### config.mk
export PLATFORM = sky130hd
export DESIGN_NAME = uart_regbank
export DESIGN_NICKNAME = d
export VERILOG_FILES = /design/src/rtl/uart_regbank.sv
export SDC_FILE = /design/constraint.sdc
export NUM_CORES = 1
export LEC_CHECK = 0
export CAP_MARGIN = 40
export CORE_ASPECT_RATIO = 0.75
export CORE_MARGIN = 3
export CORE_UTILIZATION = 27
export DETAILED_ROUTE_END_ITERATION = 16
export PLACE_DENSITY = 0.5
export SYNTH_ARGS = -nofsm -noshare
export SYNTH_HDL_FRONTEND = slang
export SYNTH_SLANG_ARGS = --single-unit
### constraint.sdc
create_clock -name clk_i -period 3.5 [get_ports clk_i]
set_clock_uncertainty 0.15 [all_clocks]
set_input_delay 0.525 -clock clk_i [delete_from_list [all_inputs] [get_ports clk_i]]
set_output_delay 0.525 -clock clk_i [all_outputs]
set_load 0.02 [all_outputs]
### src/rtl/uart_regbank.sv
// UART register bank: CSR map plus TX push / RX pop with a bounded wait; `UART_REGBANK_INTR_STAT_EN adds a sticky INTR_STAT.
// Latency: mack_o one cycle after mreq_i when resolvable, at most WAIT_LIMIT+1 cycles for TX/RX data accesses.
// Backpressure: request held until mack_o; stalls on tx_data_ready_i/rx_data_valid_i and times out with mresp_o=1.
module uart_regbank #(
   parameter int ADDR_WIDTH = 6,
   parameter int DATA_WIDTH = 32,
   parameter int NUM_INTR   = 4,
   parameter int WAIT_LIMIT = 15
) (
   input  logic                    clk_i,
   input  logic                    arst_ni,
   input  logic                    mreq_i,
   input  logic [ADDR_WIDTH-1:0]   maddr_i,
   input  logic                    mwe_i,
   input  logic [DATA_WIDTH-1:0]   mwdata_i,
   input  logic [DATA_WIDTH/8-1:0] mstrb_i,
   output logic                    mack_o,
   output logic [DATA_WIDTH-1:0]   mrdata_o,
   output logic                    mresp_o,
   output logic [DATA_WIDTH-1:0]   ctrl_o,
   output logic [DATA_WIDTH-1:0]   clk_div_o,
   output logic [DATA_WIDTH-1:0]   cfg_o,
   output logic [DATA_WIDTH-1:0]   intr_ctrl_o,
   input  logic [DATA_WIDTH-1:0]   tx_fifo_count_i,
   input  logic [DATA_WIDTH-1:0]   rx_fifo_count_i,
   output logic [DATA_WIDTH-1:0]   tx_data_o,
   output logic                    tx_data_valid_o,
   input  logic                    tx_data_ready_i,
   input  logic [DATA_WIDTH-1:0]   rx_data_i,
   input  logic                    rx_data_valid_i,
   output logic                    rx_data_ready_o,
   input  logic [NUM_INTR-1:0]     intr_event_i,
   output logic                    intr_o
);

   localparam int STRB_W = DATA_WIDTH / 8;
   localparam int CNT_W  = $clog2(WAIT_LIMIT + 1);

   localparam logic [ADDR_WIDTH-1:0] A_CTRL      = ADDR_WIDTH'(8'h00);
   localparam logic [ADDR_WIDTH-1:0] A_CLK_DIV   = ADDR_WIDTH'(8'h04);
   localparam logic [ADDR_WIDTH-1:0] A_CFG       = ADDR_WIDTH'(8'h08);
   localparam logic [ADDR_WIDTH-1:0] A_TX_CNT    = ADDR_WIDTH'(8'h0C);
   localparam logic [ADDR_WIDTH-1:0] A_RX_CNT    = ADDR_WIDTH'(8'h10);
   localparam logic [ADDR_WIDTH-1:0] A_TX_DATA   = ADDR_WIDTH'(8'h14);
   localparam logic [ADDR_WIDTH-1:0] A_RX_DATA   = ADDR_WIDTH'(8'h18);
   localparam logic [ADDR_WIDTH-1:0] A_INTR_CTRL = ADDR_WIDTH'(8'h1C);
`ifdef UART_REGBANK_INTR_STAT_EN
   localparam logic [ADDR_WIDTH-1:0] A_INTR_STAT = ADDR_WIDTH'(8'h20);
`endif

   typedef enum logic [1:0] {S_IDLE, S_WAIT, S_RESP} state_t;

   state_t                state;
   logic [CNT_W-1:0]      wait_cnt;
   logic [CNT_W-1:0]      cnt_nxt;
   logic                  pend_tx;
   logic                  busy;
   logic                  dec_err;
   logic                  dec_tx;
   logic                  dec_rx;
   logic                  dec_stall;
   logic                  partner_rdy;
   logic [DATA_WIDTH-1:0] dec_rdata;
   logic [DATA_WIDTH-1:0] wmask;

`ifdef UART_REGBANK_INTR_STAT_EN
   logic [NUM_INTR-1:0]   intr_stat;
   logic [NUM_INTR-1:0]   stat_clr;
`endif

   function automatic logic [DATA_WIDTH-1:0] merge(input logic [DATA_WIDTH-1:0] old_v,
                                                   input logic [DATA_WIDTH-1:0] new_v,
                                                   input logic [DATA_WIDTH-1:0] mask);
      return (old_v & ~mask) | (new_v & mask);
   endfunction

   always_comb begin
      wmask = '0;
      for (int b = 0; b < STRB_W; b++) wmask[b*8 +: 8] = {8{mstrb_i[b]}};
   end

   // Decode of the live request; only consulted while in IDLE.
   always_comb begin
      dec_err   = 1'b0;
      dec_tx    = 1'b0;
      dec_rx    = 1'b0;
      dec_rdata = '0;
      busy      = (tx_fifo_count_i != '0) || (rx_fifo_count_i != '0);
      case (maddr_i)
         A_CTRL:      dec_rdata = ctrl_o;
         A_CLK_DIV:   begin dec_rdata = clk_div_o; dec_err = mwe_i && busy; end
         A_CFG:       begin dec_rdata = cfg_o;     dec_err = mwe_i && busy; end
         A_TX_CNT:    begin dec_rdata = tx_fifo_count_i; dec_err = mwe_i; end
         A_RX_CNT:    begin dec_rdata = rx_fifo_count_i; dec_err = mwe_i; end
         A_TX_DATA:   begin dec_err = !mwe_i; dec_tx = mwe_i; end
         A_RX_DATA:   begin dec_err = mwe_i; dec_rx = !mwe_i; dec_rdata = rx_data_i; end
         A_INTR_CTRL: dec_rdata = intr_ctrl_o;
`ifdef UART_REGBANK_INTR_STAT_EN
         A_INTR_STAT: dec_rdata[NUM_INTR-1:0] = intr_stat;
`endif
         default:     dec_err = 1'b1;
      endcase
   end

   assign dec_stall   = (dec_tx && !tx_data_ready_i) || (dec_rx && !rx_data_valid_i);
   assign partner_rdy = pend_tx ? tx_data_ready_i : rx_data_valid_i;
   assign cnt_nxt     = wait_cnt + CNT_W'(1);

   always_ff @(posedge clk_i or negedge arst_ni) begin
      if (!arst_ni) begin
         state           <= S_IDLE;
         wait_cnt        <= '0;
         pend_tx         <= 1'b0;
         mack_o          <= 1'b0;
         mresp_o         <= 1'b0;
         mrdata_o        <= '0;
         ctrl_o          <= '0;
         clk_div_o       <= DATA_WIDTH'(16'h2580);
         cfg_o           <= '0;
         intr_ctrl_o     <= '0;
         tx_data_o       <= '0;
         tx_data_valid_o <= 1'b0;
         rx_data_ready_o <= 1'b0;
      end else begin
         mack_o          <= 1'b0;
         mresp_o         <= 1'b0;
         mrdata_o        <= '0;
         tx_data_valid_o <= 1'b0;
         rx_data_ready_o <= 1'b0;
         case (state)
            S_IDLE: begin
               if (mreq_i) begin
                  wait_cnt <= '0;
                  if (dec_stall) begin
                     state   <= S_WAIT;
                     pend_tx <= dec_tx;
                  end else begin
                     state   <= S_RESP;
                     mack_o  <= 1'b1;
                     mresp_o <= dec_err;
                     if (!mwe_i && !dec_err) mrdata_o <= dec_rdata;
                     if (dec_tx) begin
                        tx_data_valid_o <= 1'b1;
                        tx_data_o       <= mwdata_i;
                     end
                     if (dec_rx) rx_data_ready_o <= 1'b1;
                     if (mwe_i && !dec_err) begin
                        case (maddr_i)
                           A_CTRL:      ctrl_o      <= merge(ctrl_o, mwdata_i, wmask);
                           A_CLK_DIV:   clk_div_o   <= merge(clk_div_o, mwdata_i, wmask);
                           A_CFG:       cfg_o       <= merge(cfg_o, mwdata_i, wmask);
                           A_INTR_CTRL: intr_ctrl_o <= merge(intr_ctrl_o, mwdata_i, wmask);
                           default: ;
                        endcase
                     end
                  end
               end
            end
            S_WAIT: begin
               wait_cnt <= cnt_nxt;
               // Partner readiness wins over a timeout landing in the same cycle.
               if (partner_rdy) begin
                  state  <= S_RESP;
                  mack_o <= 1'b1;
                  if (pend_tx) begin
                     tx_data_valid_o <= 1'b1;
                     tx_data_o       <= mwdata_i;
                  end else begin
                     rx_data_ready_o <= 1'b1;
                     mrdata_o        <= rx_data_i;
                  end
               end else if (cnt_nxt == CNT_W'(WAIT_LIMIT)) begin
                  state   <= S_RESP;
                  mack_o  <= 1'b1;
                  mresp_o <= 1'b1;
               end
            end
            default: state <= S_IDLE;
         endcase
      end
   end

`ifdef UART_REGBANK_INTR_STAT_EN
   assign stat_clr = (state == S_IDLE && mreq_i && mwe_i && maddr_i == A_INTR_STAT)
                     ? (mwdata_i[NUM_INTR-1:0] & wmask[NUM_INTR-1:0]) : '0;

   always_ff @(posedge clk_i or negedge arst_ni) begin
      if (!arst_ni) begin
         intr_stat <= '0;
         intr_o    <= 1'b0;
      end else begin
         intr_stat <= (intr_stat & ~stat_clr) | intr_event_i;
         intr_o    <= |(intr_stat & intr_ctrl_o[NUM_INTR-1:0]);
      end
   end
`else
   always_ff @(posedge clk_i or negedge arst_ni) begin
      if (!arst_ni) intr_o <= 1'b0;
      else          intr_o <= |(intr_event_i & intr_ctrl_o[NUM_INTR-1:0]);
   end
`endif

endmodule

* Word-level counts from Yosys, hierarchy flattened
Cells that the tools add are included.
** Word-level totals
- Bits in registers :: 204
- Input port bits :: 148
- Output and inout bits :: 197
- Word-level logic and storage cells :: 115
** Cells by class
- Eq/ne operators :: 15
- Reductions and logical operators :: 28
- Bitwise operators :: 12
- Mux-type cells :: 45
- Add/subtract/negate cells :: 1
** Operator list (count)
- $mux 32 :: 10
- $pmux 32 s7 :: 1
- $and 32x32->32 :: 5
- $or 32x32->32 :: 4
- $pmux 32 s2 :: 2
- $reduce_bool 32->1 :: 2
- $not 32->32 :: 1
- $eq 6x5->1 const B :: 4
- $mux 1 :: 20
- $reduce_and 5->1 :: 4
- $eq 6x4->1 const B :: 2
- $ne 2x2->1 const B :: 5
- $mux 2 :: 4
- $pmux 1 s2 :: 4
- $pmux 4 s2 :: 1
- $eq 6x3->1 const B :: 1
- $logic_not 6->1 :: 1
- $reduce_and 6->1 :: 1
- $logic_and 1x1->1 :: 5
- $add 4x1->4 const B :: 1
- $and 4x4->4 :: 1
- $eq 4x4->1 const B :: 1
- $logic_not 1->1 :: 4
- $mux 4 :: 1
- 13 further kinds :: 16

* Longest topological paths before layout
Gate-level depths: netlist of the first run.
- Depth after elaboration :: 10
- Depth in mapped cells :: 8
- Gate-level depth less buffers :: 5

* Least setup slack after synthesis of the first run
No wires, ideal clock.
- Kind :: input-to-reg
- Start :: in maddr_i[4]
- End :: reg (tool-made name)
- Path buffers :: 2
- Data arrival time :: 1.989 ns
- Setup time :: 0.125 ns
- Required time :: 3.225 ns
- Stages :: 6
- Slack :: 1.236 ns
- Cell sequence :: clkbuf_1 nand2_2 or3_4 nor2b_1 buf_4 mux2_2
** RTL lines
- from (decl) :: line 13 : input logic [ADDR_WIDTH-1:0] maddr_i,

==> results of run 1 <==
==> cells in the final DEF (no fill, tap or decap), types with 4 or more instances in the layout <==
master                              n
sky130_fd_sc_hd__a22oi_1           96
sky130_fd_sc_hd__buf_4             38
sky130_fd_sc_hd__inv_1              6
sky130_fd_sc_hd__mux2_2           191
sky130_fd_sc_hd__clkbuf_1           4
sky130_fd_sc_hd__dfrtp_1          200
sky130_fd_sc_hd__nor2b_1            5
sky130_fd_sc_hd__clkbuf_8           4
sky130_fd_sc_hd__nand4_4            6
sky130_fd_sc_hd__clkbuf_16         23
sky130_fd_sc_hd__nand4_1            4
sky130_fd_sc_hd__nand2_2            5
sky130_fd_sc_hd__dfstp_2            4
sky130_fd_sc_hd__o21ai_1            8
sky130_fd_sc_hd__clkinv_2           5
sky130_fd_sc_hd__nor4_1            16
sky130_fd_sc_hd__nor2_4             4
sky130_fd_sc_hd__nor2_1             7
sky130_fd_sc_hd__buf_12             5
sky130_fd_sc_hd__o21ai_0           30
sky130_fd_sc_hd__o211a_1           31
sky130_fd_sc_hd__clkdlybuf4s50_1  341
sky130_fd_sc_hd__nand2_1           48
==> power groups by stage <==
| stage | combinational [mW] | sequential, mW | clock [mW] |
|---|---|---|---|
| final | 0.536 | 2.40 | 2.48 |
| after floorplan | 0.121 | 2.46 | 0 |
| after global placement | 0.539 | 2.44 | 0 |
| after CTS | 0.541 | 2.39 | 2.56 |
| after global routing | 0.574 | 2.40 | 2.65 |
| after detailed placement | 0.538 | 2.44 | 0 |
==> path summary, 6_finish.rpt <==
kind / start / to / slack, ps / cells past startpoint
setup / recovery: tx_fifo_count_i[12] / flop / 560 / 7
hold / removal: tx_data_o[22] / tx_data_o[22] / 350 / 1
setup reg to reg: state[0] / flop / 1080 / 5
hold reg to reg: tx_data_o[22] / tx_data_o[22] / 350 / 1
max in group asynchronous: arst_ni / async pin / 1880 / 3
min in group asynchronous: arst_ni / tx_data_o[11] / 440 / 2
==> synthesized netlist by cell type, types with 2 or more instances <==
cell                       count
sky130_fd_sc_hd__o21ai_0      30
sky130_fd_sc_hd__buf_2        11
sky130_fd_sc_hd__nor4b_1       2
sky130_fd_sc_hd__dfrtp_1     200
sky130_fd_sc_hd__nor2b_1       5
sky130_fd_sc_hd__nand4_1       4
sky130_fd_sc_hd__and2_1        5
sky130_fd_sc_hd__nand2_2       5
sky130_fd_sc_hd__a21o_1        2
sky130_fd_sc_hd__nand3_2       2
sky130_fd_sc_hd__a22o_1        3
sky130_fd_sc_hd__dfstp_2       4
sky130_fd_sc_hd__inv_1         6
sky130_fd_sc_hd__nor3b_2       2
sky130_fd_sc_hd__nor2_1        9
sky130_fd_sc_hd__and3_1        2
sky130_fd_sc_hd__mux2_2      191
sky130_fd_sc_hd__nor4_1       16
sky130_fd_sc_hd__nor3_1        3
sky130_fd_sc_hd__ha_1          2
sky130_fd_sc_hd__nor2_4        2
sky130_fd_sc_hd__nand2_1      48
sky130_fd_sc_hd__a22oi_1      96
sky130_fd_sc_hd__nand3_1       2
sky130_fd_sc_hd__clkbuf_1     32
sky130_fd_sc_hd__buf_4         2
sky130_fd_sc_hd__nand4_4       6
sky130_fd_sc_hd__o211a_1      31
sky130_fd_sc_hd__nand2b_1      3
sky130_fd_sc_hd__nor4_2        2
sky130_fd_sc_hd__nor3_4        3
sky130_fd_sc_hd__o21ai_1       9
==> stage by stage <==
step	setup TNS, ps	util (%)
3_5_place_dp	-5.73	39.8
4_1_cts	0	42.0
6_report	0	42.0
3_3_place_gp	0	39.8
5_1_grt	0	42.0
2_1_floorplan	0	-
==> what timing repair did <==
item	4_1_cts	5_1_grt
endpoints found under the hold margin	78	0
setup endpoints to repair	0	0
hold buffers	1	0
==> routing by layer <==
layer  vias to the layer above  wire, µm  track usage [%]
li1                       3638         -                -
met1                      4228     19300             30.2
met2                       311     19500             34.5
met3                        58      3130             5.73
met4                         8       724             4.14
met5                         -        46                0
==> area by class of cell <==
type,count,area (µm²)
antenna,3,7.51
multi-input combinational,508,4480
fill,3369,20400
clock inverter,10,111
inverter,6,22.5
clock buffer,31,646
sequential,204,5110
tap,457,572
timing repair buffer,388,3830
==> logic make-up (layout without fill, tap and decap cells) <==
family | Yosys count | after routing | share of synthesized area (%)
AOI/OAI and AO/OA | 180 | 180 | 13.7
xor gates and xnor gates | 2 | 2 | 0.179
adders and majority gates | 2 | 2 | 0.256
buffers and inverters | 52 | 435 | 2.23
DFF | 204 | 204 | 52.3
muxes | 193 | 193 | 22.2
other | 0 | 3 | 0
and+or+nand+nor | 131 | 131 | 9.11
==> flow_metrics.tcl, run 1 <==
set metrics [dict create \
    setup.worst_path.end_class "flop" \
    tritoncts "done" \
    clk_transition_reported_paths_ps 60 \
    cts_htree_levels 1 \
    first_pass_iters 5 \
    initial_utilization_pct 27.7 \
    critPathTopFamily "simple AND/OR/NAND/NOR gates" \
    clk-insertion-delay-late_ps 540 \
    power.static_leakage_nw 6.49 \
    detailed_place.area_mm2 0.0140 \
    routabilityCongestion 0.815 \
    routed_length_per_placed_instance_um 26.6 \
    synth-edff-count 0 \
    outcome "finished, final reports clean" \
    synth-seq-cells 204 \
    power.ir.vdd_worst_v 0.000294 \
    cts.path.max_buffers 3 \
    die_area_mm2 0.0385 \
    worst-slew-pin-transition_ps 783 \
    post_cts.resized_instances 0 \
    crit_buf_inv 2 \
    worst_hold_slack_ps 353 \
    die_w_um 226 \
    netlist.top_cell.by_area "sky130_fd_sc_hd__dfrtp_1" \
    grt_start_max_net_pins 86 \
    grt_antenna_before_repair 6 \
    drc_markers 0 \
    placed_cells_incl_taps 1562 \
    power_switching_mw 1.32 \
    finalHoldViolCount 0 \
    num_io_pins 345 \
    post_cts_setup_bufs 0 \
    switching_share_pct 24.5 \
    route.detailed.vias_per_inst 5.13 \
    global_route.usage.total_pct 21.7 \
    fmax_ghz 0.341 \
    max_slew_vio_count 0 \
    worstPathRequired_ps 3750 \
    worstSetupPathType "in2reg" \
    synthCells 764 \
    grt_pass1_vias 8557 \
    placement.setup.worst_slack_ps -1.31 \
    placement_rows 59 \
    port_buffers 344 \
    synth_area_mm2 0.00977 \
    critical_path.cell_chain "clkdlybuf4s50_1 -> nor4_1 -> buf_4 -> nand4_2 -> nor3_4 -> nand4_4 -> mux2_2" \
    fin_area_mm2 0.0148 \
    seqPwrFrac_pct 44.3 \
    synth_area_per_cell_um2 12.8 \
    layout_worst_path_cycle_share_pct 83.9 \
    drt-total-wl_mm 42.7 \
    ys_dominant_reg_cell "sky130_fd_sc_hd__dfrtp_1" \
    ys.warnings.count 0 \
    synthTopCellsByArea "sky130_fd_sc_hd__dfrtp_1, sky130_fd_sc_hd__mux2_2, sky130_fd_sc_hd__a22oi_1" \
    unrepaired_setup_endpoints_after_global_routing "no" \
    netlist-cell-type-count 56 \
    design.core.area_mm2 0.0352 \
    clock_power_share_pct 45.8 \
    setup_violations 0 \
    comb_power_share_pct 9.9 \
    synth_seq_area_share_pct 52.3 \
    min_period_ps 2940 \
    report.power.total_mw 5.41 \
    synth_async_sr_flop_share_pct 100 \
    cts-buffers-inserted 23 \
    grt_pass1_wl_mm 61.4 \
    grt.overflow.total 0 \
    synthToLayoutAreaGrowth_pct 51.3 \
    clock_sink_count 204 \
    final_cells 1607 \
    cp.arrival_ps 3180 \
    proportion_of_layout_cells_with_a_drive_suffix_above_1_pct 27.1 \
    hpwlAfterDp_mm 31.1 \
    final_net_count 1281 \
    synth_top_area_share_pct 51.2 \
    power_per_cell_area_mw_per_mm2 366 \
    synth_fp_nets 914 \
    via_count 8243 \
    timing.critical_path.fanout_max 8 \
    critical-path-slowest-cell "sky130_fd_sc_hd__nor4_1" \
    min_path_type "reg2reg" \
    setup.worst_path.start_class "input port" \
    clk_root_buffer_cell "sky130_fd_sc_hd__clkbuf_16" \
    timing.final.ws_setup_ps 565 \
    starting_drt_drc_count 557 \
    floorplan.die.height_um 171 \
    max_cap_violation_count 0 \
    slew_headroom_pct 47.3 \
    antenna_left 0 \
    critical-path-max-stage-delay_ps 630 \
    cell_internal_pwr_mw 4.09 \
]
Note: power is estimated with default switching activity, not from simulation.
==> inputs of run 2 (changes only) <==
==> constraint.sdc (replaced) <==
create_clock -name clk_i -period 3 [get_ports clk_i]
set_clock_uncertainty 0.15 [all_clocks]
set_input_delay 0.45 -clock clk_i [delete_from_list [all_inputs] [get_ports clk_i]]
set_output_delay 0.45 -clock clk_i [all_outputs]
set_load 0.02 [all_outputs]
==> flow_metrics.tcl, run 2 (same netlist as run 1, synthesis figures left out) <==
set metrics [dict create \
    port_buffers 344 \
    slew_headroom_pct 48.1 \
    num_io_pins 345 \
    m3_gr_usage_pct 5.13 \
    setup.worst_path.end_class "flop" \
    tritoncts "done" \
    power.static_leakage_nw 6.67 \
    timing.critical_path.fanout_max 9 \
    fin_area_mm2 0.0151 \
    grt_util_met2_pct 34.3 \
    starting_drt_drc_count 607 \
    synthToLayoutAreaGrowth_pct 54.5 \
    final_cell_mix "sky130_fd_sc_hd__clkdlybuf4s50_1, sky130_fd_sc_hd__dfrtp_1, sky130_fd_sc_hd__mux2_2" \
    grt_pass1_vias 8726 \
    outcome "finished, final reports clean" \
    cts-buffers-inserted 24 \
    routabilityCongestion 0.830 \
    cp.arrival_ps 3050 \
    max_cap_violation_count 0 \
    hpwlAfterDp_mm 31.5 \
    design.core.area_mm2 0.0352 \
    layout_worst_path_cycle_share_pct 92.9 \
    max_slew_vio_count 0 \
    fmax_ghz 0.359 \
    cts.path.max_buffers 3 \
    worst_hold_slack_ps 312 \
    cts_htree_levels 1 \
    clk-insertion-delay-late_ps 530 \
    global_route.peak_usage_layer "met2" \
    die_w_um 226 \
    grt_pass1_wl_mm 61.9 \
    worstSetupPathType "in2reg" \
    drc_markers 0 \
    route.detailed.vias_per_inst 5.10 \
    power_per_cell_area_mw_per_mm2 425 \
    final_common_cell "sky130_fd_sc_hd__clkdlybuf4s50_1" \
    first_pass_iters 5 \
    worstPathRequired_ps 3260 \
    clk_root_buffer_cell "sky130_fd_sc_hd__clkbuf_16" \
    post_cts.resized_instances 0 \
    grt_start_max_net_pins 66 \
    grt_antenna_before_repair 4 \
    placement_rows 59 \
    routed_length_per_placed_instance_um 26.3 \
    finalHoldViolCount 0 \
    antenna_left 0 \
    setup.worst_path.start_class "input port" \
    power.ir.vdd_worst_v 0.000300 \
    clk_transition_reported_paths_ps 60 \
    grt.overflow.total 0 \
    global_route.usage.total_pct 21.8 \
    min_period_ps 2790 \
    clock_sink_count 204 \
    via_count 8327 \
    proportion_of_layout_cells_with_a_drive_suffix_above_1_pct 28.7 \
    grt.met1_usage_pct 31.1 \
    unrepaired_setup_endpoints_after_global_routing "no" \
    fillerInstances 3358 \
    detailed_place.area_mm2 0.0143 \
    drt-total-wl_mm 42.9 \
    floorplan.die.height_um 171 \
    report.power.total_mw 6.41 \
    setup_violations 0 \
    die_area_mm2 0.0385 \
    final_net_count 1308 \
    initial_utilization_pct 27.7 \
    worst-slew-pin-transition_ps 771 \
    min_path_type "in2async" \
]
run 2: layout make-up:
type	count	area [µm²]	area share, %
Antenna cell	1	2.50	0.0166
Multi-Input combinational cell	508	4480	29.7
Tap cell	457	572	3.79
Timing Repair Buffer	414	4100	27.2
Sequential cell	204	5110	33.9
Clock inverter	5	63.8	0.423
Clock buffer	39	737	4.88
Inverter	6	22.5	0.149
run 2: layer usage:
layer  share of wire [%]  vias to the layer above
li1                    -                     3701
met1                  47                     4267
met2                  45                      308
met3                 6.7                       45
met4                 1.8                        6
met5               0.086                        -
run 2: timing repair:
action | CTS | global route
buffers inserted | 0 | 0
endpoints found under the hold margin | 58 | 0
hold buffers | 1 | 0
run 2: per-stage QoR:
stage / setup WS (ps) / TNS, ps / util (%) / std cells
final: 214 / 0 / 42.9 / 1634
after global placement: -358 / -21490 / 40.5 / 1588
after detailed placement: -384 / -22210 / 40.5 / 1588
after global routing: 57.7 / 0 / 42.8 / 1633
after CTS: 177 / 0 / 42.8 / 1633
after floorplan: 811 / 0 / - / 764
run 2: final timing paths:
check / startpoint / end / slack, ps / cells past startpoint
hold / removal: arst_ni / mrdata_o[10] / 310 / 2
setup reg to reg: state[0] / flop / 570 / 6
min in group clk_i: rx_data_i[24] / mrdata_o[24] / 350 / 3
setup / recovery: tx_fifo_count_i[23] / flop / 210 / 6
max in group asynchronous: arst_ni / async pin / 1570 / 3
hold reg to reg: tx_data_o[23] / tx_data_o[23] / 350 / 1
run 2: power by group:
group	switching, mW	leakage [nW]	internal, mW	total [mW]
sequential	0.0186	2.83	2.78	2.80
combinational	0.321	3.45	0.312	0.632
clock	1.22	0.391	1.76	2.98
run 2: worst max-delay path, stage by stage:
cell	delay, ps
sky130_fd_sc_hd__clkdlybuf4s50_1	530
sky130_fd_sc_hd__nor4_1	700
sky130_fd_sc_hd__nand4_1	370
sky130_fd_sc_hd__nor2_8	370
sky130_fd_sc_hd__nand4_4	270
sky130_fd_sc_hd__mux2_2	350
==> inputs of run 3 (changes only) <==
--- a/config.mk
+++ b/config.mk
@@ -9,6 +9,7 @@
 export CORE_ASPECT_RATIO = 0.75
 export CORE_MARGIN = 3
 export CORE_UTILIZATION = 27
+export CTS_BUF_LIST = sky130_fd_sc_hd__clkbuf_8
 export DETAILED_ROUTE_END_ITERATION = 16
 export PLACE_DENSITY = 0.5
 export SYNTH_ARGS = -nofsm -noshare
==> flow_metrics.tcl, run 3 (same netlist as run 1, synthesis figures left out) <==
set metrics [dict create \
    comb_power_share_pct 10.2 \
    timing.final.ws_setup_ps 299 \
    worstPathRequired_ps 3280 \
    worstSetupPathType "in2reg" \
    clock_power_share_pct 44.4 \
    placement_rows 59 \
    grt_antenna_before_repair 4 \
    layout_worst_path_cycle_share_pct 90.0 \
    power_per_cell_area_mw_per_mm2 409 \
    tritoncts "done" \
    power.static_leakage_nw 6.71 \
    clock_sink_count 204 \
    grt.overflow.total 0 \
    unrepaired_setup_endpoints_after_global_routing "no" \
    min_path_type "in2async" \
    hpwlAfterDp_mm 31.5 \
    clk-insertion-delay-late_ps 530 \
    drc_markers 0 \
    antenna_left 0 \
    die_area_mm2 0.0385 \
    route.detailed.vias_per_inst 5.09 \
    placement.setup.worst_slack_ps -384 \
    cp.arrival_ps 2980 \
    final_cell_mix "sky130_fd_sc_hd__clkdlybuf4s50_1, sky130_fd_sc_hd__dfrtp_1, sky130_fd_sc_hd__mux2_2" \
    port_buffers 344 \
    cts.path.max_buffers 3 \
    final_net_count 1322 \
    max_slew_vio_count 0 \
    min_period_ps 2700 \
    max_cap_violation_count 0 \
    final.setup.tns_ps 0 \
    initial_utilization_pct 27.7 \
    floorplan.die.height_um 171 \
    finalHoldViolCount 0 \
    grt_pass1_wl_mm 61.9 \
    worst-slew-pin-transition_ps 693 \
    setup.worst_path.end_class "flop" \
    clk_transition_reported_paths_ps 60 \
    fillerInstances 3369 \
    switching_share_pct 25.5 \
    global_route.usage.total_pct 22.0 \
    ff2ff_setup_slack_ps 570 \
    num_io_pins 345 \
    cts-buffers-inserted 38 \
    fmax_ghz 0.370 \
    outcome "finished, final reports clean" \
    proportion_of_layout_cells_with_a_drive_suffix_above_1_pct 29.6 \
    final-seq-area_mm2 0.00511 \
    drt-total-wl_mm 43.0 \
    cts_htree_levels 2 \
    final_common_cell "sky130_fd_sc_hd__clkdlybuf4s50_1" \
    die_w_um 226 \
    grt_start_max_net_pins 66 \
    synthToLayoutAreaGrowth_pct 54.1 \
    power.ir.vdd_worst_v 0.000197 \
    timing.critical_path.fanout_max 6 \
    cell_internal_pwr_mw 4.59 \
    grt_pass1_vias 8840 \
    via_count 8444 \
    post_cts_setup_bufs 0 \
    routed_length_per_placed_instance_um 25.9 \
    first_pass_iters 4 \
    design.core.area_mm2 0.0352 \
    clk_root_buffer_cell "sky130_fd_sc_hd__clkbuf_8" \
    multi_input_area_mm2 0.00448 \
    setup_violations 0 \
    slew_headroom_pct 53.4 \
    power_switching_mw 1.57 \
    seqPwrFrac_pct 45.4 \
    starting_drt_drc_count 536 \
    routabilityCongestion 0.830 \
    setup.worst_path.start_class "input port" \
]
## run 3: cell count changes in the layout (fill, tap and decap cells not counted)
cell,change
sky130_fd_sc_hd__diode_2,+1
sky130_fd_sc_hd__inv_6,+1
sky130_fd_sc_hd__clkbuf_8,+39
sky130_fd_sc_hd__clkinv_8,-1
sky130_fd_sc_hd__clkbuf_1,-7
sky130_fd_sc_hd__clkbuf_16,-24
sky130_fd_sc_hd__inv_1,+12
sky130_fd_sc_hd__clkinv_2,+3
## run 3: repair_timing
| action | CTS | global route |
|---|---|---|
| hold endpoints to repair | 58 | 0 |
| hold buffers | 1 | 0 |
| resized for setup | 0 | 0 |
## run 3: cell type report
cell class,instances,area share (%)
well taps,457,3.80
clock inverters,20,0.773
clock buffers,47,4.30
repair buffers,414,27.3
inverters,6,0.150
diodes,2,0.0332
multi-input cells,508,29.7
flip-flops and latches,204,33.9
## run 3: through the flow
stage | hold WS, ps | instances | cell area [µm²] | util [%] | power, mW
after CTS | 276 | 1656 | 15000 | 42.7 | 6.26
after floorplan | 4.41 | 764 | 9770 | - | 3.01
final | 299 | 1658 | 15100 | 42.8 | 6.16
after global placement | 304 | 1588 | 14300 | 40.5 | 3.48
after global routing | 319 | 1656 | 15000 | 42.7 | 6.43
after detailed placement | 302 | 1588 | 14300 | 40.5 | 3.48
## run 3: power groups by stage
stage               combinational (mW)  sequential [mW]  clock, mW
floorplan                        0.141             2.87          0
global placement                 0.633             2.85          0
detailed placement               0.633             2.85          0
CTS                              0.637             2.80       2.83
global route                     0.674             2.80       2.96
finish                           0.631             2.80       2.74
## run 3: worst paths after layout
path	depth (start not counted)	startpoint	endpoint
max	9	tx_fifo_count_i[12]	flop
min	2	arst_ni	mrdata_o[10]
max reg2reg	6	state[1]	flop
min reg2reg	1	tx_data_o[21]	tx_data_o[21]
max in group asynchronous	3	arst_ni	async pin
min in group clk_i	3	rx_data_i[24]	mrdata_o[24]
## run 3: layer usage
layer	GRT usage, %	vias to the layer above	wire length (µm)
met2	34.5	330	19400
met4	4.06	6	547
met1	30.8	4319	19800
met3	5.99	53	3280
met5	0	-	28
li1	-	3736	-
## run 3: critical path, cell delays in order
cell,delay (ps)
sky130_fd_sc_hd__clkdlybuf4s50_1,450
sky130_fd_sc_hd__nor4_1,600
sky130_fd_sc_hd__buf_4,220
sky130_fd_sc_hd__nand4_2,240
sky130_fd_sc_hd__nor3_4,270
sky130_fd_sc_hd__buf_4,180
sky130_fd_sc_hd__nand4_4,100
sky130_fd_sc_hd__buf_4,200
sky130_fd_sc_hd__mux2_2,270
